## src/rtl/regfile_pkg.sv

```systemverilog
// Shared constants for the register-file writeback path.
package regfile_pkg;

  localparam int unsigned DFLT_DATA_WIDTH = 32;
  localparam int unsigned DFLT_ADDR_WIDTH = 4;
  localparam int unsigned DFLT_NUM_REQ    = 3;

  localparam logic [3:0] REG_PC = 4'd15;

  localparam int unsigned REQ_ALU = 0;
  localparam int unsigned REQ_LSU = 1;
  localparam int unsigned REQ_MUL = 2;

endpackage

```

## src/rtl/wb_age_prio_arb.sv

```systemverilog
// Fixed-priority arbiter with per-requester age counters; a requester that has
// lost STARVE_LIMIT consecutive cycles is promoted above the fixed order.
module wb_age_prio_arb #(
  parameter int unsigned NUM_REQ      = 3,
  parameter int unsigned STARVE_LIMIT = 4
) (
  input  logic               clk,
  input  logic               rst,
  input  logic               flush,
  input  logic [NUM_REQ-1:0] valid,
  output logic [NUM_REQ-1:0] grant_c
);

  localparam int unsigned AGE_W = $clog2(STARVE_LIMIT + 1);

  logic [AGE_W-1:0]   age [NUM_REQ];
  logic [NUM_REQ-1:0] starved;
  logic [NUM_REQ-1:0] cand;

  // Starved requesters form the candidate set if any exist; lowest index wins.
  always_comb begin
    grant_c = '0;
    starved = '0;
    cand    = '0;
    if (!rst && !flush) begin
      for (int i = 0; i < NUM_REQ; i++) begin
        starved[i] = valid[i] && (age[i] == AGE_W'(STARVE_LIMIT));
      end
      cand    = (|starved) ? starved : valid;
      grant_c = cand & (~cand + NUM_REQ'(1));
    end
  end

  always_ff @(posedge clk) begin
    for (int i = 0; i < NUM_REQ; i++) begin
      if (rst || flush) begin
        age[i] <= '0;
      end else if (!valid[i] || grant_c[i]) begin
        age[i] <= '0;
      end else if (age[i] != AGE_W'(STARVE_LIMIT)) begin
        age[i] <= age[i] + AGE_W'(1);
      end
    end
  end

endmodule

```

## src/rtl/regfile_wb_arbiter.sv

```systemverilog
// Shares the register-file write port among writeback requesters; writes
// to R15 are steered to the PC-write output instead.
module regfile_wb_arbiter #(
  parameter int unsigned DATA_WIDTH   = regfile_pkg::DFLT_DATA_WIDTH,
  parameter int unsigned ADDR_WIDTH   = regfile_pkg::DFLT_ADDR_WIDTH,
  parameter int unsigned NUM_REQ      = regfile_pkg::DFLT_NUM_REQ,
  parameter int unsigned STARVE_LIMIT = 4
) (
  input  logic                          clk,
  input  logic                          rst,
  input  logic [NUM_REQ-1:0]            req_valid,
  output logic [NUM_REQ-1:0]            req_ready,
  input  logic [NUM_REQ*ADDR_WIDTH-1:0] req_addr,
  input  logic [NUM_REQ*DATA_WIDTH-1:0] req_data,
  input  logic                          flush,
  output logic                          rf_we,
  output logic [ADDR_WIDTH-1:0]         rf_waddr,
  output logic [DATA_WIDTH-1:0]         rf_wdata,
  output logic                          pc_wr_valid,
  output logic [DATA_WIDTH-1:0]         pc_wr_data,
  output logic [1:0]                    grant_id
);

  import regfile_pkg::*;

  logic [NUM_REQ-1:0]    grant;
  logic                  hs;
  logic [1:0]            sel_id;
  logic [ADDR_WIDTH-1:0] sel_addr;
  logic [DATA_WIDTH-1:0] sel_data;

  wb_age_prio_arb #(
    .NUM_REQ      (NUM_REQ),
    .STARVE_LIMIT (STARVE_LIMIT)
  ) u_arb (
    .clk     (clk),
    .rst     (rst),
    .flush   (flush),
    .valid   (req_valid),
    .grant_c (grant)
  );

  assign req_ready = grant;

  // Mux the granted requester's payload; grant is one-hot or zero.
  always_comb begin
    hs       = |grant;
    sel_id   = '0;
    sel_addr = '0;
    sel_data = '0;
    for (int i = 0; i < NUM_REQ; i++) begin
      if (grant[i]) begin
        sel_id   = 2'(i);
        sel_addr = req_addr[i*ADDR_WIDTH +: ADDR_WIDTH];
        sel_data = req_data[i*DATA_WIDTH +: DATA_WIDTH];
      end
    end
  end

  // Single output stage; address/data hold when no write lands.
  always_ff @(posedge clk) begin
    if (rst) begin
      rf_we       <= 1'b0;
      rf_waddr    <= '0;
      rf_wdata    <= '0;
      pc_wr_valid <= 1'b0;
      pc_wr_data  <= '0;
      grant_id    <= '0;
    end else begin
      rf_we       <= 1'b0;
      pc_wr_valid <= 1'b0;
      if (hs) begin
        grant_id <= sel_id;
        if (sel_addr == ADDR_WIDTH'(REG_PC)) begin
          pc_wr_valid <= 1'b1;
          pc_wr_data  <= sel_data;
        end else begin
          rf_we    <= 1'b1;
          rf_waddr <= sel_addr;
          rf_wdata <= sel_data;
        end
      end
    end
  end

endmodule

```

## config.mk

```make
export PLATFORM = sky130hd
export DESIGN_NAME = regfile_wb_arbiter
export DESIGN_NICKNAME = d
export VERILOG_FILES = /design/src/rtl/regfile_pkg.sv /design/src/rtl/wb_age_prio_arb.sv /design/src/rtl/regfile_wb_arbiter.sv
export SDC_FILE = /design/constraint.sdc
export NUM_CORES = 1
export LEC_CHECK = 0
export BUFFER_PORTS_ARGS = -buffer_cell sky130_fd_sc_hd__buf_2
export CELL_PAD_IN_SITES_DETAIL_PLACEMENT = 1
export CELL_PAD_IN_SITES_GLOBAL_PLACEMENT = 1
export CORE_MARGIN = 2
export CORE_UTILIZATION = 34
export DETAILED_ROUTE_END_ITERATION = 16
export PLACE_DENSITY = 0.89
export SKIP_LAST_GASP = 1
export SYNTH_ARGS = -nofsm -noshare
export SYNTH_HDL_FRONTEND = slang
export SYNTH_SLANG_ARGS = --single-unit
```

## constraint.sdc

```tcl
create_clock -name clk -period 3.4 [get_ports clk]
set_input_delay 1.02 -clock clk [delete_from_list [all_inputs] [get_ports clk]]
set_output_delay 1.02 -clock clk [all_outputs]
set_load 0.005 [all_outputs]
```

Yosys cells after proc, flatten, opt, wreduce, memory -nomap -nowiden:

Memories as Yosys holds them, arrays and structs flattened.
Cells that the tools add are included.

* $add $sub $neg: 4
* $mul: 0
* divide/modulo/power cells: 0
* magnitude comparators: 0
* equality and inequality tests: 7
* shift operators: 0
* mux-type cells: 41
* bitwise operators: 10
* reductions and logical operators: 18

Operators by type and width (number)
* 32-bit 2-to-1 mux: 3
* 1-bit 2-to-1 mux: 26
* 3-bit 2-to-1 mux: 8
* 3-bit by 1-bit adder with 3-bit output, second input constant: 4
* 4-bit 2-to-1 mux: 3
* 3-bit == test, second input constant: 3
* 3-bit inequality test, second input constant: 3
* 1-bit bitwise OR: 6
* 3-bit OR reduction: 2
* 1-bit zero test: 5
* 4-bit == test, second input constant: 1
* 1-bit logical AND: 4
* 1-bit logical OR: 4
* 2-bit AND reduction: 2
* 3-bit AND: 1
* 3-bit NOT: 1
* 2-bit 2-to-1 mux: 1
* 1-bit NOT: 2
* 2-bit OR reduction: 1

* register bits: 72
* bits in latches: 0
* RAM bits: 9
* memory bits (read-only): 0
* bits of input ports: 114
* output and inout port bits: 75
* word-level logic and storage cells: 87
* memories: 1

Memory list
* u_arb.age: words 3, width 3, rd ports 3, clocked after memory_dff 0, wr ports 3, line wb_age_prio_arb.sv:16 `logic [AGE_W-1:0] age [NUM_REQ];`

Longest topological paths before layout:

An unclocked memory read counts as a cell.

* depth in word-level cells: 15
* gate-level depth with buffers: 11

By module:

From an unflattened synthesis, not the netlist that was laid out.

* cell total of the unflattened synthesis: 426
* area, all modules: 3973.8 um2

Modules (own cells, without submodules)
* regfile_wb_arbiter: times used 1, cells an instance 363, area an instance 3309.4 um2, seq. area each 1441.4 um2
* wb_age_prio_arb: times used 1, cells an instance 63, area an instance 664.4 um2, seq. area each 270.3 um2

Worst setup path before layout:

OpenSTA, ideal clock, no wires.

* path type: input-to-output
* start: input rst
* end: output req_ready[1]
* arrival: 2.126 ns
* required time: 2.380 ns
* setup slack: 0.254 ns
* stages: 6
* buffers on the path: 3
* path through: buf_2 -> nor2_4 -> nand2_1 -> o32ai_2 -> buf_2 -> buf_2

* word-level cells in the longest chain between the ends: 3

Ends and longest elaborated chain
* start, declared: line regfile_wb_arbiter.sv:10 `input logic rst,`
* 1-bit zero test: line wb_age_prio_arb.sv:25 `if (!rst && !flush) begin`
* 1-bit logical AND: line wb_age_prio_arb.sv:25
* 3-bit 2-to-1 mux: line wb_age_prio_arb.sv:25
* end, declared: line regfile_wb_arbiter.sv:12 `output logic [NUM_REQ-1:0] req_ready,`

No other way between the ends.

Worst setup path in the final report:

* start: input req_valid[0]
* end: output req_ready[2]

* word-level cells in the longest chain between the ends: 7

Ends and longest elaborated chain
* start, declared: line regfile_wb_arbiter.sv:11 `input logic [NUM_REQ-1:0] req_valid,`
* 1-bit logical AND: line wb_age_prio_arb.sv:27 `starved[i] = valid[i] && (age[i] == AGE_W'(STARVE_LIMIT));`
* 3-bit OR reduction: line wb_age_prio_arb.sv:29 `cand = (|starved) ? starved : valid;`
* 3-bit 2-to-1 mux *: line wb_age_prio_arb.sv:29
* 3-bit NOT: line wb_age_prio_arb.sv:30 `grant_c = cand & (~cand + NUM_REQ'(1));`
* 3-bit by 1-bit adder with 3-bit output: line wb_age_prio_arb.sv:30
* 3-bit AND *: line wb_age_prio_arb.sv:30
* 3-bit 2-to-1 mux *: line wb_age_prio_arb.sv:25

Mark *: on every way between the ends. The rest lies on a longest branch, timed or not.

==> summary.txt <==
Synthesis
  – Most frequent cell after synthesis: dfxtp_1
  – Top post-synthesis cells by area: dfxtp_1 38%, a222oi_1 8.4%, mux2i_1 8.4%, a41oi_1 7.3%, edfxtp_1 7.1%
  – Synthesized area per cell: roughly 11 sq um
  – Register bit total from synthesis: 81
  – YS warnings: 0
  – Post-synth top cells: 72 x dfxtp_1, 37 x nand2_1, 32 x a222oi_1, 32 x a41oi_1, 32 x mux2i_1
  – Area share of the largest cell type after synthesis: 37.75%
  – Post-synth top flop: dfxtp_1
  – EDFF count, synth: 9
  – Post-synthesis sequential area ratio: 44.82%
  – Syn Inst Count: roughly 360
  – Dominant cell type by area after synthesis: dfxtp_1
  – Post-synth ARST share: 0%
  – Count of different cell masters after synthesis: 42
  – Netlist Area Pre-Place: 0.003819 sq mm

STA
  – Final Critical Period: 3.119 ns
  – Fin Clk Skew: 0.01472 ns
  – Max Fclk: ~320 MHz
  – Slew headroom: 66.21%
  – Post-route setup TNS: 0 ns
  – Worst hold margin: 0.4510 ns
  – Worst-margin pin slew: 0.5068 ns
  – Final Hold Fails: 0
  – Max Slew Vio Count: 0
  – Tcrit/Tclk final: 91.72%
  – RSZ-0062 raised after global routing: no
  – Final setup fails: 0

Floorplanning
  – IO Pins: approximately 190
  – Core ar.: 0.01089 sq mm
  – Row count: 38
  – Die Y-Extent: 110.0 um
  – Die Wd: 110.0 um
  – Initial core utilization: 35.07%
  – Die Footprint: between 0.01 and 0.015 sq mm

Clock network
  – CTS root buffer: clkbuf_8
  – Clock slew at the register clock pins of the worst setup and hold paths: 0.07 ns
  – TritonCTS Sinks: between 80 and 90
  – Post-cts repair resize count: 0
  – H-tree depth: 3
  – Worst-Skew Late Latency: ~0.36 ns
  – CTS Buf Count: 9
  – Setup bufs post-CTS: 0
  – Clk buf depth: 2
  – CTS tree: done
  – Post-CTS Hold Buffers: 0

Placed design
  – Port bufs: 188
  – Post-Place Cell Area: 0.004851 sq mm
  – GPL Wtd Cong: 0.7945
  – DP Wirelength: 9.974 mm

Setup path
  – Worst Path Required: 2.38 ns
  – RR Startpoint: u_arb.age[2][0]$_SDFFCE_PN0P_
  – RR Endpoint: pc_wr_data[2]$_SDFFE_PP0P_
  – CP Launch Type: primary input
  – Crit-path max FO: 7
  – CP endpoint kind: primary output
  – Reg-to-reg slack, setup: just over 0.6 ns
  – Critical path arrival: 2.10 ns
  – Crit Path Category: primary input to primary output
  – R2R depth: 10

Hold path
  – Worst Hold End: rf_waddr[3]$_SDFFE_PP0P_
  – Hold_sp: rf_waddr[3]$_SDFFE_PP0P_
  – HP Class: flip-flop to flip-flop
  – Hold Path Depth: 2

Power
  – VDD IR max: roughly 0.19 mV
  – PwrDens: 379.0 mW/mm^2
  – Leakage power: 2.319 nW
  – Final total power: between 1.5 and 2 mW

GRT
  – Largest net degree at the start of global routing: 38
  – Vias in the first global route: ~4000
  – GR peak layer: met2
  – Initial antenna violation count: 0
  – Met2 Resource Use GR: around two fifths
  – Met1 usage: 24.04%
  – Aggregate global-route resource usage: 22.04%
  – M3 GR Usage: 4.938%
  – First-pass GRT wire length: 20.24 mm
  – Grt ovf: 0

Final layout
  – FF+latch area: around 0.0017 sq mm
  – Share of layout cells above drive strength 1: a little over two fifths
  – Final #Nets: roughly 660
  – Multi-input gate area: 0.001823 sq mm
  – Layout area overhead: 31.68%
  – # diodes: 0
  – Post-route cell area: 0.005029 sq mm
  – FILL cells: 1294

Routing
  – Wire per inst: 19.41 um
  – Drt first pass iters: 8
  – Vias: 3882
  – Drc violations: 0
  – Post-Route WL: 13.24 mm
  – Vias per cell: between 5 and 6
  – Iter 0 DRT Violations: 238
  – Detail Route Antenna Nets: 0

Job
  – Max-cap violations: 0

Status
  – Outcome: complete, no violations
logic make-up (layout without fill, tap and decap cells):
family                     count (synthesis)  count (layout)  synth area share [%]
buffers and inverters                     54             233                 8.060
adders and majority gates                  6               6                 1.966
DFF                                       81              81                 44.82
muxes                                     32              32                 8.388
other                                      1               3               0.09820
AOI/OAI and AO/OA                        123             123                 28.28
and+or+nand+nor                           64              64                 8.388
worst max path at each step:
stage               cells after the start                           to  slack [ns]                     startpoint
global route                            7                 req_ready[2]        0.15  u_arb.age[2][0]$_SDFFCE_PN0P_
floorplan                               6                 req_ready[1]        0.25                            rst
global placement                        6                 req_ready[2]        0.31                   req_valid[0]
CTS                                     7                 req_ready[2]        0.26  u_arb.age[2][0]$_SDFFCE_PN0P_
detailed placement                      9  pc_wr_data[31]$_SDFFE_PP0P_        0.18                          flush
finish                                  6                 req_ready[2]        0.28                   req_valid[0]
cell type report:
cell class / instances / share of cell area, %
multi-input cells: 228 / 36.25
flip-flops and latches: 81 / 34.04
repair buffers: 207 / 21.80
well taps: 140 / 3.483
clock buffers: 11 / 3.235
inverters: 12 / 0.8957
clock inverters: 3 / 0.2986
registers in the layout (all words and copies together), names as in the netlist:
signal and flops:
rf_wdata 32, rf_waddr 4, rf_we 1, pc_wr_valid 1
u_arb.age 9, pc_wr_data 32, grant_id 2
placed cells by master (no fill, tap or decap), drive strengths merged:
cell,n
a21boi,1
clkbuf,11
a21oi,6
and3,6
a222oi,32
a41o,1
a31oi,3
nor2b,2
edfxtp,9
inv,11
nor3b,6
nand3,4
or3,1
ha,6
a221o,4
o21ai,2
dfxtp,72
nand2b,1
o221a,3
a211oi,33
o32ai,1
a2111oi,2
buf,207
nand2,37
nor2,4
nor3,2
o22a,1
o21a,2
a41oi,32
mux2i,32
clkinv,4
conb,3
and4,1
power breakdown:
group,switching (mW),internal (mW),leakage [nW]
Combinational,0.132,0.110,1.54
Sequential,0.0102,0.983,0.687
Clock,0.352,0.318,0.0960
Total,0.495,1.41,2.32
worst max-delay path: stages:
cell    delay (ns)
buf_2         0.14
and3_1        0.15
o22a_1        0.17
nor2_2        0.31
buf_4         0.19
buf_2         0.11
per-stage QoR:
step	utilization, %	setup slack (ns)	std cells
after floorplan	-	0.2544	363
after global placement	44.55	0.3146	668
after detailed placement	44.55	0.1778	668
after CTS	46.18	0.2602	682
after global routing	46.18	0.1460	682
final	46.18	0.2815	682
layer usage:
layer,vias to the layer above,share of wire [%]
met5,-,0
met2,143,53
met4,0,1.5
met1,1924,39
met3,14,6.7
li1,1801,-
Power figures use the tool's default switching activity.
